## src/rtl/rr_arb_pkg.sv

```systemverilog
// Shared definitions for the 16-requester round-robin arbiter: sizes, FSM
// state encoding and the post-reset value of the last-granted pointer.
package rr_arb_pkg;

    localparam int NREQ = 16;
    localparam int IDXW = 4;

    // Client 15 counts as last-granted after reset, so client 0 is searched first
    localparam logic [IDXW-1:0] LAST_RST = 4'd15;

    typedef enum logic {
        ST_IDLE = 1'b0,
        ST_BUSY = 1'b1
    } state_t;

endpackage

```

## src/rtl/rr_arb16_if.sv

```systemverilog
// Request/grant bundle between the 16 clients and the arbiter.
// Optional lock line exists only when ARB_LOCK_EN is defined.
interface rr_arb16_if;
    import rr_arb_pkg::*;

    logic            e;
    logic [NREQ-1:0] req;
    logic [NREQ-1:0] gnt;
    logic [IDXW-1:0] gnt_idx;
    logic            gnt_vld;
`ifdef ARB_LOCK_EN
    logic            lock;
`endif

    // Client side: drives requests, observes grants
    modport master (
        output e,
        output req,
`ifdef ARB_LOCK_EN
        output lock,
`endif
        input  gnt,
        input  gnt_idx,
        input  gnt_vld
    );

    // Arbiter side
    modport slave (
        input  e,
        input  req,
`ifdef ARB_LOCK_EN
        input  lock,
`endif
        output gnt,
        output gnt_idx,
        output gnt_vld
    );

endinterface

```

## src/rtl/rr_pick16.sv

```systemverilog
// Combinational round-robin picker: first set request bit strictly after
// 'last', searching circularly upward; 'last' itself is searched last.
module rr_pick16
    import rr_arb_pkg::*;
(
    input  logic [NREQ-1:0] req,
    input  logic [IDXW-1:0] last,
    output logic            hit,
    output logic [IDXW-1:0] idx
);

    logic [IDXW-1:0] cand_s;

    assign hit = |req;

    // Scan from the farthest offset down so the nearest requester wins
    always_comb begin
        idx    = {IDXW{1'b0}};
        cand_s = {IDXW{1'b0}};
        for (int i = NREQ; i >= 1; i--) begin
            cand_s = last + IDXW'(i);
            idx    = req[cand_s] ? cand_s : idx;
        end
    end

endmodule

```

## src/rtl/rr_arb16.sv

```systemverilog
// 16-requester round-robin arbiter with bounded hold time (MAX_HOLD, 0 = no limit).
// Define ARB_LOCK_EN to add a lock input that suppresses the hold-time release.
module rr_arb16
    import rr_arb_pkg::*;
#(
    parameter int MAX_HOLD = 16,
    parameter int CNTW     = 8
)(
    input  logic        clk,
    input  logic        rst,
    rr_arb16_if.slave   bus
);

    localparam bit              TIMEOUT_EN = (MAX_HOLD != 0);
    localparam logic [CNTW-1:0] HOLD_LAST  = (MAX_HOLD == 0) ? {CNTW{1'b0}}
                                                             : CNTW'(MAX_HOLD - 1);

    state_t          state_r;
    logic [NREQ-1:0] gnt_r;
    logic [IDXW-1:0] gnt_idx_r;
    logic            gnt_vld_r;
    logic [IDXW-1:0] last_r;
    logic [CNTW-1:0] hold_cnt_r;

    logic            pick_hit_s;
    logic [IDXW-1:0] pick_idx_s;
    logic            lock_s;
    logic            timeout_s;
    logic            release_s;

    rr_pick16 u_pick (
        .req  (bus.req),
        .last (last_r),
        .hit  (pick_hit_s),
        .idx  (pick_idx_s)
    );

`ifdef ARB_LOCK_EN
    assign lock_s = bus.lock;
`else
    assign lock_s = 1'b0;
`endif

    // A grant ends when its owner drops the request or its hold budget is spent
    assign timeout_s = TIMEOUT_EN && !lock_s && (hold_cnt_r == HOLD_LAST);
    assign release_s = !bus.req[gnt_idx_r] || timeout_s;

    // Arbitration FSM with registered grant outputs and hold counter
    always_ff @(posedge clk or posedge rst) begin
        if (rst) begin
            state_r    <= ST_IDLE;
            gnt_r      <= {NREQ{1'b0}};
            gnt_idx_r  <= {IDXW{1'b0}};
            gnt_vld_r  <= 1'b0;
            last_r     <= LAST_RST;
            hold_cnt_r <= {CNTW{1'b0}};
        end else begin
            case (state_r)
                ST_IDLE: begin
                    if (bus.e && pick_hit_s) begin
                        state_r    <= ST_BUSY;
                        gnt_r      <= NREQ'(1) << pick_idx_s;
                        gnt_idx_r  <= pick_idx_s;
                        gnt_vld_r  <= 1'b1;
                        last_r     <= pick_idx_s;
                        hold_cnt_r <= {CNTW{1'b0}};
                    end else begin
                        gnt_r      <= {NREQ{1'b0}};
                        gnt_idx_r  <= {IDXW{1'b0}};
                        gnt_vld_r  <= 1'b0;
                    end
                end
                ST_BUSY: begin
                    // Release always passes through IDLE, giving a one-cycle gap
                    if (release_s) begin
                        state_r   <= ST_IDLE;
                        gnt_r     <= {NREQ{1'b0}};
                        gnt_idx_r <= {IDXW{1'b0}};
                        gnt_vld_r <= 1'b0;
                    end else if (hold_cnt_r != {CNTW{1'b1}}) begin
                        hold_cnt_r <= hold_cnt_r + CNTW'(1);
                    end else begin
                        hold_cnt_r <= hold_cnt_r;
                    end
                end
                default: begin
                    state_r   <= ST_IDLE;
                    gnt_r     <= {NREQ{1'b0}};
                    gnt_idx_r <= {IDXW{1'b0}};
                    gnt_vld_r <= 1'b0;
                end
            endcase
        end
    end

    assign bus.gnt     = gnt_r;
    assign bus.gnt_idx = gnt_idx_r;
    assign bus.gnt_vld = gnt_vld_r;

endmodule

```

## src/flat_wrapper.sv

```systemverilog
// flat-port wrapper written by rule: the top's interface ports become plain ports
module rr_arb16_flat import rr_arb_pkg::*;
#(
    parameter int MAX_HOLD = 16,
    parameter int CNTW     = 8
)
  (clk, rst, bus_e, bus_req, bus_gnt, bus_gnt_idx, bus_gnt_vld);
  rr_arb16_if bus_i ();
  input  logic clk;
  input  logic rst;
  input wire logic [$bits(bus_i.e)-1:0] bus_e;
  input wire logic [$bits(bus_i.req)-1:0] bus_req;
  output wire logic [$bits(bus_i.gnt)-1:0] bus_gnt;
  output wire logic [$bits(bus_i.gnt_idx)-1:0] bus_gnt_idx;
  output wire logic [$bits(bus_i.gnt_vld)-1:0] bus_gnt_vld;
  assign bus_i.e = bus_e;
  assign bus_i.req = bus_req;
  assign bus_gnt = bus_i.gnt;
  assign bus_gnt_idx = bus_i.gnt_idx;
  assign bus_gnt_vld = bus_i.gnt_vld;
  rr_arb16 #(.MAX_HOLD(MAX_HOLD), .CNTW(CNTW)) u_core (.clk(clk), .rst(rst), .bus(bus_i));
endmodule
```

## config.mk

```make
export PLATFORM = sky130hd
export DESIGN_NAME = rr_arb16_flat
export DESIGN_NICKNAME = d
export VERILOG_FILES = /design/src/rtl/rr_arb_pkg.sv /design/src/rtl/rr_arb16_if.sv /design/src/rtl/rr_pick16.sv /design/src/rtl/rr_arb16.sv /design/src/flat_wrapper.sv
export SDC_FILE = /design/constraint.sdc
export NUM_CORES = 1
export LEC_CHECK = 0
export ABC_CLOCK_PERIOD_IN_PS = 4550
export CAP_MARGIN = 40
export CORE_ASPECT_RATIO = 1.5
export CORE_MARGIN = 2
export CORE_UTILIZATION = 29
export DETAILED_ROUTE_END_ITERATION = 8
export HOLD_SLACK_MARGIN = 0.1
export SYNTH_ARGS = -nofsm -noshare
export SYNTH_HDL_FRONTEND = slang
export SYNTH_SLANG_ARGS = --single-unit
```

## constraint.sdc

```tcl
create_clock -name clk -period 4.55 [get_ports clk]
set_input_delay 1.1375 -clock clk [delete_from_list [all_inputs] [get_ports clk]]
set_output_delay 1.1375 -clock clk [all_outputs]
set_load 0.005 [all_outputs]
```

Word level (Yosys, flattened, before mapping) --
Cells that the tools add are included.
Storage, ports and cells: register bits after elaboration 34, input bits 19, logic and storage cells 118
Cells by class: add/sub/neg operators 16, magnitude comparators 17, eq/ne operators 6, shifts and indexed selects 1, mux-type cells 65, bitwise operators 1, reduce and logical (&&, ||, !) cells 6
Operators by type and width (number):
- 4-bit by 5-bit < comparator with 1-bit output, second input constant | 17
- 4-bit two-way mux | 18
- 1-bit binary-select mux with 4-bit select | 17
- 4-bit adder, second input constant | 8
- 16-bit two-way mux | 2
- 16-bit one-hot mux with 2 select lines | 1
- 8-bit two-way mux | 3
- 1-bit two-way mux | 20
- 4-bit by 3-bit adder with 4-bit output, second input constant | 4
- 8-bit one-hot mux with 2 select lines | 1
- 16-bit OR reduction | 1
- 1-bit by 4-bit left shift with 16-bit output, first input constant | 1
- 4-bit by 2-bit adder with 4-bit output, second input constant | 2
- 8-bit by 1-bit adder with 8-bit output, second input constant | 1
- 8-bit by 4-bit == test with 1-bit output, second input constant | 1
- 8-bit inequality test, second input constant | 1
- 4-bit one-hot mux with 2 select lines | 1
- 2-bit inequality test, second input constant | 3
- 4-bit by 1-bit adder with 4-bit output, second input constant | 1
- 1-bit one-hot mux with 2 select lines | 2
- 3-bit AND reduction | 1
- 2-bit by 1-bit inequality test with 1-bit output, second input constant | 1
- 2-bit AND reduction | 1
- 1-bit logical AND | 1
- 3 further kinds | 3

Longest topological paths before layout --
Gate-level depths: netlist of run 1.
depth in word-level cells 21, gate-level depth with buffers 17

Modules after synthesis --
Synthesis of run 1 repeated with hierarchy kept, for this count alone.
Unflattened totals: cell total of the unflattened synthesis 410, area total of the unflattened synthesis 3995.1 um^2
Modules (own cells, without submodules):
- rr_pick16 | times used 1, cells each 261, area each 2356.0 um^2
- rr_arb16 | times used 1, cells each 149, area each 1639.1 um^2

Worst setup path after synthesis of run 1 --
Ideal clock, no wire load.
kind reg2reg, start register u_core.last_r[1], end register u_core.gnt_r[14], in the netlist u_core.bus.gnt[14], data arrival time 4685 ps, path slack -239 ps, cell stages (with the launch flop) 15, path buffers 5, cell sequence dfstp_2 buf_2 buf_2 clkinv_1 ha_1 clkbuf_1 clkbuf_1 mux4_2 mux4_2 or4b_4 a2111oi_4 nand2_1 o211a_1 buf_6 o41ai_2
Between the ends: cells in the longest elaborated chain, start to end 21, elaborated cells on any way between the ends 66, those cells by class 15 x add/sub; 1 x shift; 50 x mux
Ends and longest elaborated chain:
- start: declaration | RTL line rr_arb16.sv:22 | logic [IDXW-1:0] last_r;
- start signal: assignment | RTL line rr_arb16.sv:65 | last_r <= pick_idx_s;
- 4-bit adder or 1-bit binary-select mux with 4-bit select (tied branches) | RTL line rr_pick16.sv:21, rr_pick16.sv:22
- 1-bit binary-select mux with 4-bit select or 1-bit two-way mux (tied branches) | RTL line rr_pick16.sv:22 | idx = req[cand_s] ? cand_s : idx;
- 1-bit two-way mux (implied by the code) or 4-bit two-way mux (tied branches) | RTL line rr_pick16.sv:22
- 4-bit two-way mux (14 in series) | RTL line rr_pick16.sv:22
- 4-bit two-way mux (*) | RTL line rr_pick16.sv:22
- 1-bit by 4-bit left shift with 16-bit output (*) | RTL line rr_arb16.sv:62 | gnt_r <= NREQ'(1) << pick_idx_s;
- 16-bit two-way mux (*) | RTL line rr_arb16.sv:60 | if (bus.e && pick_hit_s) begin
- 16-bit one-hot mux with 2 select lines (*) | RTL line rr_arb16.sv:58 | case (state_r)
- end signal: assignment | RTL line rr_arb16.sv:62
- end signal: assignment | RTL line rr_arb16.sv:68 | gnt_r <= {NREQ{1'b0}};
- end signal: assignment | RTL line rr_arb16.sv:77 | gnt_r <= {NREQ{1'b0}};
- end: declaration | RTL line rr_arb16.sv:19 | logic [NREQ-1:0] gnt_r;
Mark *: on every way between the ends. The rest lies on a longest branch, timed or not. The select of a mux whose other input is x is not followed. A chain may end at the register's enable or synchronous reset.

Worst setup path after layout of run 1 --
start input port bus_req[2], end register u_core.gnt_r[10], in the netlist u_core.bus.gnt[10]
Between the ends: cells in the longest elaborated chain, start to end 21, elaborated cells on any way between the ends 58, those cells by class 1 x eq/ne; 1 x shift; 52 x mux; 4 x reduce/logical
Ends and longest elaborated chain:
- start: declaration | RTL line flat_wrapper.sv:12 | input wire logic [$bits(bus_i.req)-1:0] bus_req;
- 1-bit binary-select mux with 4-bit select | RTL line rr_pick16.sv:22
- 1-bit two-way mux (implied by the code) | RTL line rr_pick16.sv:22
- 4-bit two-way mux (16 in series) | RTL line rr_pick16.sv:22
- 1-bit by 4-bit left shift with 16-bit output | RTL line rr_arb16.sv:62
- 16-bit two-way mux | RTL line rr_arb16.sv:60
- 16-bit one-hot mux with 2 select lines | RTL line rr_arb16.sv:58
Parallel ways exist; a longest one is shown, timed or not. The select of a mux whose other input is x is not followed.

==> results of run 1 <==
layer usage:
layer	GRT usage	vias up	part of all wire
met5	0	-	0
met2	0.352	127	0.55
met3	0.0176	47	0.036
li1	-	1793	-
met4	0.114	0	0.060
met1	0.197	1916	0.35
worst max-delay path, cell delays in order:
cell and delay [ns]:
clkdlybuf4s50_1 0.52, mux4_2 0.56, mux4_2 0.50, a2111oi_0 0.42
buf_4 0.19, a221oi_1 0.07, o211a_1 0.26, or2_1 0.40
o41ai_1 0.40
metrics by stage:
step	TNS [ns]	util	setup slack, ns	cells
detailed placement	-0.0854	0.373	-0.0497	661
global placement	0	0.373	0.0399	661
floorplan	0	-	0.0871	409
finish	0	0.384	0.266	669
CTS	0	0.384	0.251	669
global route	0	0.384	0.0537	669
area by class of cell:
class | instances | area share
sequential | 34 | 0.166
clock buffer | 6 | 0.0269
multi-input combinational | 331 | 0.565
inverter | 21 | 0.0155
timing repair buffer | 113 | 0.185
tap | 162 | 0.0392
clock inverter | 2 | 0.00242
registers in the layout, indices dropped and copies added, names as in the netlist:
signal / flops
u_core.state_r: 1
u_core.last_r: 4
u_core.hold_cnt_r: 8
u_core.bus.gnt_vld: 1
u_core.bus.gnt_idx: 4
u_core.bus.gnt: 16
worst min-delay path by stage:
stage	startpoint	slack [ns]	cells after the start	endpoint
after floorplan	u_core.bus.gnt[10]	0.47	2	u_core.bus.gnt[10]
after global placement	u_core.bus.gnt_vld	0.46	2	u_core.bus.gnt_vld
after detailed placement	u_core.bus.gnt[0]	0.47	2	u_core.bus.gnt[0]
after CTS	u_core.bus.gnt[0]	0.48	2	u_core.bus.gnt[0]
after global routing	u_core.bus.gnt[9]	0.49	2	u_core.bus.gnt[9]
final	u_core.bus.gnt[0]	0.47	2	u_core.bus.gnt[0]
kinds of logic (layout without fill, tap and decap cells):
family	Yosys count	count (layout)
xor+xnor	20	20
mux	76	76
buf+inv	44	142
flops	34	34
compound gates	111	111
fa+ha+maj	8	8
simple gates	116	116
cell usage in the layout, fill, tap and decap left out, types with 6 or more instances in the layout:
master           Yosys  routed
buf_4                0      73
nand3_1              7       7
a21oi_1             17      17
mux4_2              38      38
mux2_2               8       8
o22ai_1              6       6
dfrtp_1             30      30
a22oi_1              8       8
nand2_1             48      48
clkdlybuf4s50_1      0      39
o31ai_1             11      11
o211ai_1             9       9
nor4_1               8       8
mux2i_1             30      30
nor3_1               7       7
nor2_1              24      24
inv_1               18      18
o21ai_0              8       8
ha_1                 8       8
xnor2_1             15      15
a211oi_1            10      10
==> impl_metrics.py, run 1 <==
metrics = {
    "synthesis": {
        "synth_adder_area_share": 0.0252,
        "synth.area.mux_share": 0.314,
        "ys_seq_area_frac": 0.215,
        "synth_common_cells": "48 x nand2_1, 38 x mux4_2, 30 x dfrtp_1, 30 x mux2i_1, 24 x nor2_1",
        "syn_avg_cell_area_um2": 9.71,
        "ys.flop_type": "dfrtp_1",
        "ys_warn_count": 0,
        "synthXorXnorAreaFrac": 0.0460,
        "synthCells": 409,
        "synth_top_area_cell": "mux4_2",
        "synth.area.top_cells": "mux4_2 22%, dfrtp_1 19%, mux2i_1 7.6%",
        "synth_top_family_by_area": "multiplexers",
        "synth.distinct_cells": 62,
        "syn-num-nets": 436,
        "synthArstFlopShare": 1.00,
        "synth_compound_area_frac": 0.214,
        "synth_edf_count": 0,
        "netlist_area_mm2": 0.00397,
        "synth_top_cell_area_share": 0.215,
        "yosys.area_share.simple": 0.136,
        "ys_ff_latch": 34,
        "synth.most_common_cell": "nand2_1",
    },
    "status": {
        "status": "completed",
    },
    "setup_path": {
        "r2r_cells": 10,
        "startpoint_type": "input port",
        "crit_end": "u_core.bus.gnt[10]",
        "r2r-end": "u_core.bus.gnt[6]",
        "crit_required_ns": 4.72,
        "crit_arrival_ns": 4.45,
        "path_max_fanout": 10,
        "endpoint_kind": "flip-flop",
        "worst-setup-path-type": "input port to flip-flop",
        "startpoint": "bus_req[2]",
        "r2r_setup_slack_ns": 0.47,
        "r2r_start": "u_core.last_r[1]",
    },
    "layout": {
        "regArea_um2": 856,
        "nFillCells": 1280,
        "multi_input_area_mm2": 0.00292,
        "fin_area_mm2": 0.00517,
        "drive_above_1_share": 0.282,
        "areaGrowthSynthToFinish_pct": 30.1,
        "diodes": 0,
        "final_nets": 533,
    },
    "clock_network": {
        "insertion_delay_ns": 0.29,
        "cts_tree": "built",
        "postCtsResizedCells": 0,
        "clock_path_buffers": 2,
        "cts_buffers": 5,
        "cts-root-buf": "clkbuf_16",
        "hold_buffers": 0,
        "htreeDepth": 2,
        "cts_setup_buffers": 0,
        "clkTransAtPathRegs_ns": 0.06,
        "cts_num_sinks": 34,
    },
    "drt": {
        "drt_iter0_markers": 245,
        "drc": 0,
        "viasPerCell": 5.80,
        "ant_nets": 0,
        "drt-pass1-iter-count": 4,
        "vias": 3883,
        "finalWirelength_um": 13400,
        "wl_per_cell_um": 20.0,
    },
    "grt": {
        "grt_pass1_vias": 4059,
        "grt_max_degree": 35,
        "grt_pass1_wl_um": 21600,
        "overflow": 0,
        "grt_usage": 0.187,
        "antenna_found_initial": 0,
    },
    "sta": {
        "period_minus_slack_ns": 4.28,
        "rsz0062_at_grt": "false",
        "fin_hold_ws_ns": 0.472,
        "slew_violations": 0,
        "hold_viol": 0,
        "min_period_over_period": 0.942,
        "max_freq_mhz": 233,
        "slew_headroom": 0.512,
        "setup_violations": 0,
        "fin_skew_ns": 0.00252,
        "tightest_slew_ns": 0.729,
    },
    "placement": {
        "portBuffers": 39,
        "postPlaceCellArea_mm2": 0.00502,
        "gp_congestion": 1.03,
        "dpl.hpwl_um": 10800,
    },
    "floorplanning": {
        "core.rowCount": 52,
        "die-area_mm2": 0.0147,
        "ios": 40,
        "coreArea_mm2": 0.0135,
        "die_w_um": 99.6,
        "fp.dieH_um": 147,
        "start_util": 0.295,
    },
    "run": {
        "maxCapViolations": 0,
    },
    "min_path": {
        "holdCritPathClass": "flip-flop to flip-flop",
    },
}
Power of run 1 is left out: the tool's default activity adds up to more than one toggle a clock period on the data nets, which glitch-free logic cannot reach.
==> inputs of run 2 (changes only) <==
--- a/config.mk
+++ b/config.mk
@@ -5,7 +5,7 @@
 export SDC_FILE = /design/constraint.sdc
 export NUM_CORES = 1
 export LEC_CHECK = 0
-export ABC_CLOCK_PERIOD_IN_PS = 4550
+export ABC_CLOCK_PERIOD_IN_PS = 4200
 export CAP_MARGIN = 40
 export CORE_ASPECT_RATIO = 1.5
 export CORE_MARGIN = 2
==> constraint.sdc (replaced) <==
create_clock -name clk -period 4.2 [get_ports clk]
set_input_delay 1.05 -clock clk [delete_from_list [all_inputs] [get_ports clk]]
set_output_delay 1.05 -clock clk [all_outputs]
set_load 0.005 [all_outputs]
==> run 2 against run 1 <==
  * Worst setup slack worse by 0.13 ns
  * Wire length shrank 0.66%
  * Flip-flop and latch count unchanged
  * Non-clock buffer count rose by 14
  * Critical path type unchanged
  * Critical endpoint is now u_core.bus.gnt[6]
  * Highest routed layer unchanged
==> impl_metrics.py, run 2 (synthesis results as in run 1) <==
metrics = {
    "floorplanning": {
        "die_w_um": 99.6,
        "coreArea_mm2": 0.0135,
        "start_util": 0.295,
        "ios": 40,
        "fp.dieH_um": 147,
        "die-area_mm2": 0.0147,
        "core.rowCount": 52,
    },
    "clock_network": {
        "hold_buffers": 0,
        "clock_path_buffers": 2,
        "cts-root-buf": "clkbuf_16",
        "cts_buffers": 5,
        "clkTransAtPathRegs_ns": 0.05,
        "cts_num_sinks": 34,
        "htreeDepth": 2,
        "cts_tree": "built",
        "insertion_delay_ns": 0.28,
    },
    "sta": {
        "period_minus_slack_ns": 4.06,
        "fin_hold_ws_ns": 0.482,
        "rsz0062_at_grt": "true",
        "setup_slack_ns": 0.137,
        "slew_violations": 0,
        "fin_skew_ns": 0.00596,
        "slew_headroom": 0.524,
        "max_freq_mhz": 246,
        "hold_viol": 0,
        "setup_violations": 0,
        "tightest_slew_ns": 0.695,
        "min_period_over_period": 0.967,
        "setup_tns_ns": 0,
    },
    "setup_path": {
        "startpoint_type": "input port",
        "r2r_start": "u_core.last_r[1]",
        "crit_required_ns": 4.37,
        "startpoint": "bus_req[3]",
        "endpoint_kind": "flip-flop",
        "crit_arrival_ns": 4.24,
        "path_max_fanout": 9,
        "worst-setup-path-type": "input port to flip-flop",
    },
    "min_path": {
        "holdCritPathClass": "flip-flop to flip-flop",
        "hp-start": "u_core.bus.gnt[9]",
    },
    "drt": {
        "viasPerCell": 5.79,
        "finalWirelength_um": 13300,
        "drt_iter0_markers": 275,
        "drc": 0,
        "drt-pass1-iter-count": 5,
        "ant_nets": 0,
        "wl_per_cell_um": 19.5,
        "vias": 3957,
    },
    "placement": {
        "portBuffers": 39,
        "post-place-ws_ns": -0.194,
        "gp_congestion": 0.990,
        "dpl.hpwl_um": 10800,
    },
    "grt": {
        "overflow": 0,
        "grt_pass1_wl_um": 21700,
        "grt_pass1_vias": 4081,
        "antenna_found_initial": 0,
        "grt_usage": 0.186,
        "grt_max_degree": 35,
    },
    "layout": {
        "nFillCells": 1317,
        "drive_above_1_share": 0.319,
        "final_nets": 547,
        "layout_common_cells": "88 x buf_4, 48 x nand2_1, 39 x clkdlybuf4s50_1, 38 x mux4_2",
        "largest_register_ffs": 16,
        "areaGrowthSynthToFinish_pct": 33.5,
        "diodes": 0,
        "layout_commonest_cell": "buf_4",
    },
    "run": {
        "maxCapViolations": 0,
    },
    "status": {
        "status": "completed",
    },
}
[run 2: final cells by class]
class / instances / area, um2 / area share
clock buffer: 6 / 139 / 0.0262
clock inverter: 2 / 12.5 / 0.00236
inverter: 21 / 80.1 / 0.0151
multi-input combinational: 331 / 2960 / 0.559
sequential: 34 / 856 / 0.161
tap: 162 / 203 / 0.0382
timing repair buffer: 127 / 1050 / 0.198
[run 2: repair_timing]
action,CTS,global route
setup endpoints to repair,0,8
endpoints found under the hold margin,0,0
buffers inserted,0,0
gates resized for setup,0,6
[run 2: routing by layer]
| metal | vias up | GRT usage | part of all wire |
|---|---|---|---|
| met2 | 141 | 0.344 | 0.54 |
| li1 | 1819 | - | - |
| met4 | 0 | 0.105 | 0.060 |
| met5 | - | 0 | 0 |
| met1 | 1951 | 0.206 | 0.37 |
| met3 | 46 | 0.0133 | 0.030 |
[run 2: through the flow]
stage / area (um2) / instances / utilization
CTS: 5280 / 683 / 0.392
global placement: 5130 / 675 / 0.381
finish: 5300 / 683 / 0.394
detailed placement: 5130 / 675 / 0.381
floorplan: 4040 / 409 / -
global route: 5300 / 683 / 0.394
[run 2: critical path, stage by stage]
cell and delay, ns:
clkdlybuf4s50_1 0.50, mux4_2 0.51, mux4_2 0.53, or4b_4 0.56, a2111oi_4 0.20, nand2_1 0.14
o211a_2 0.37, o41ai_2 0.36
[run 2: path summary, 6_finish.rpt]
path | cells past startpoint | to | slack [ns]
worst max-delay path | 8 | u_core.bus.gnt[6] | 0.14
worst min register to register | 2 | u_core.bus.gnt[9] | 0.48
min in group asynchronous | 3 | u_core.bus.gnt[3] | 1.17
worst min-delay path | 2 | u_core.bus.gnt[9] | 0.48
worst max register to register | 9 | u_core.bus.gnt[6] | 0.29
max in group asynchronous | 3 | u_core.last_r[2] | 2.69
Power of run 2 is left out for the same reason.
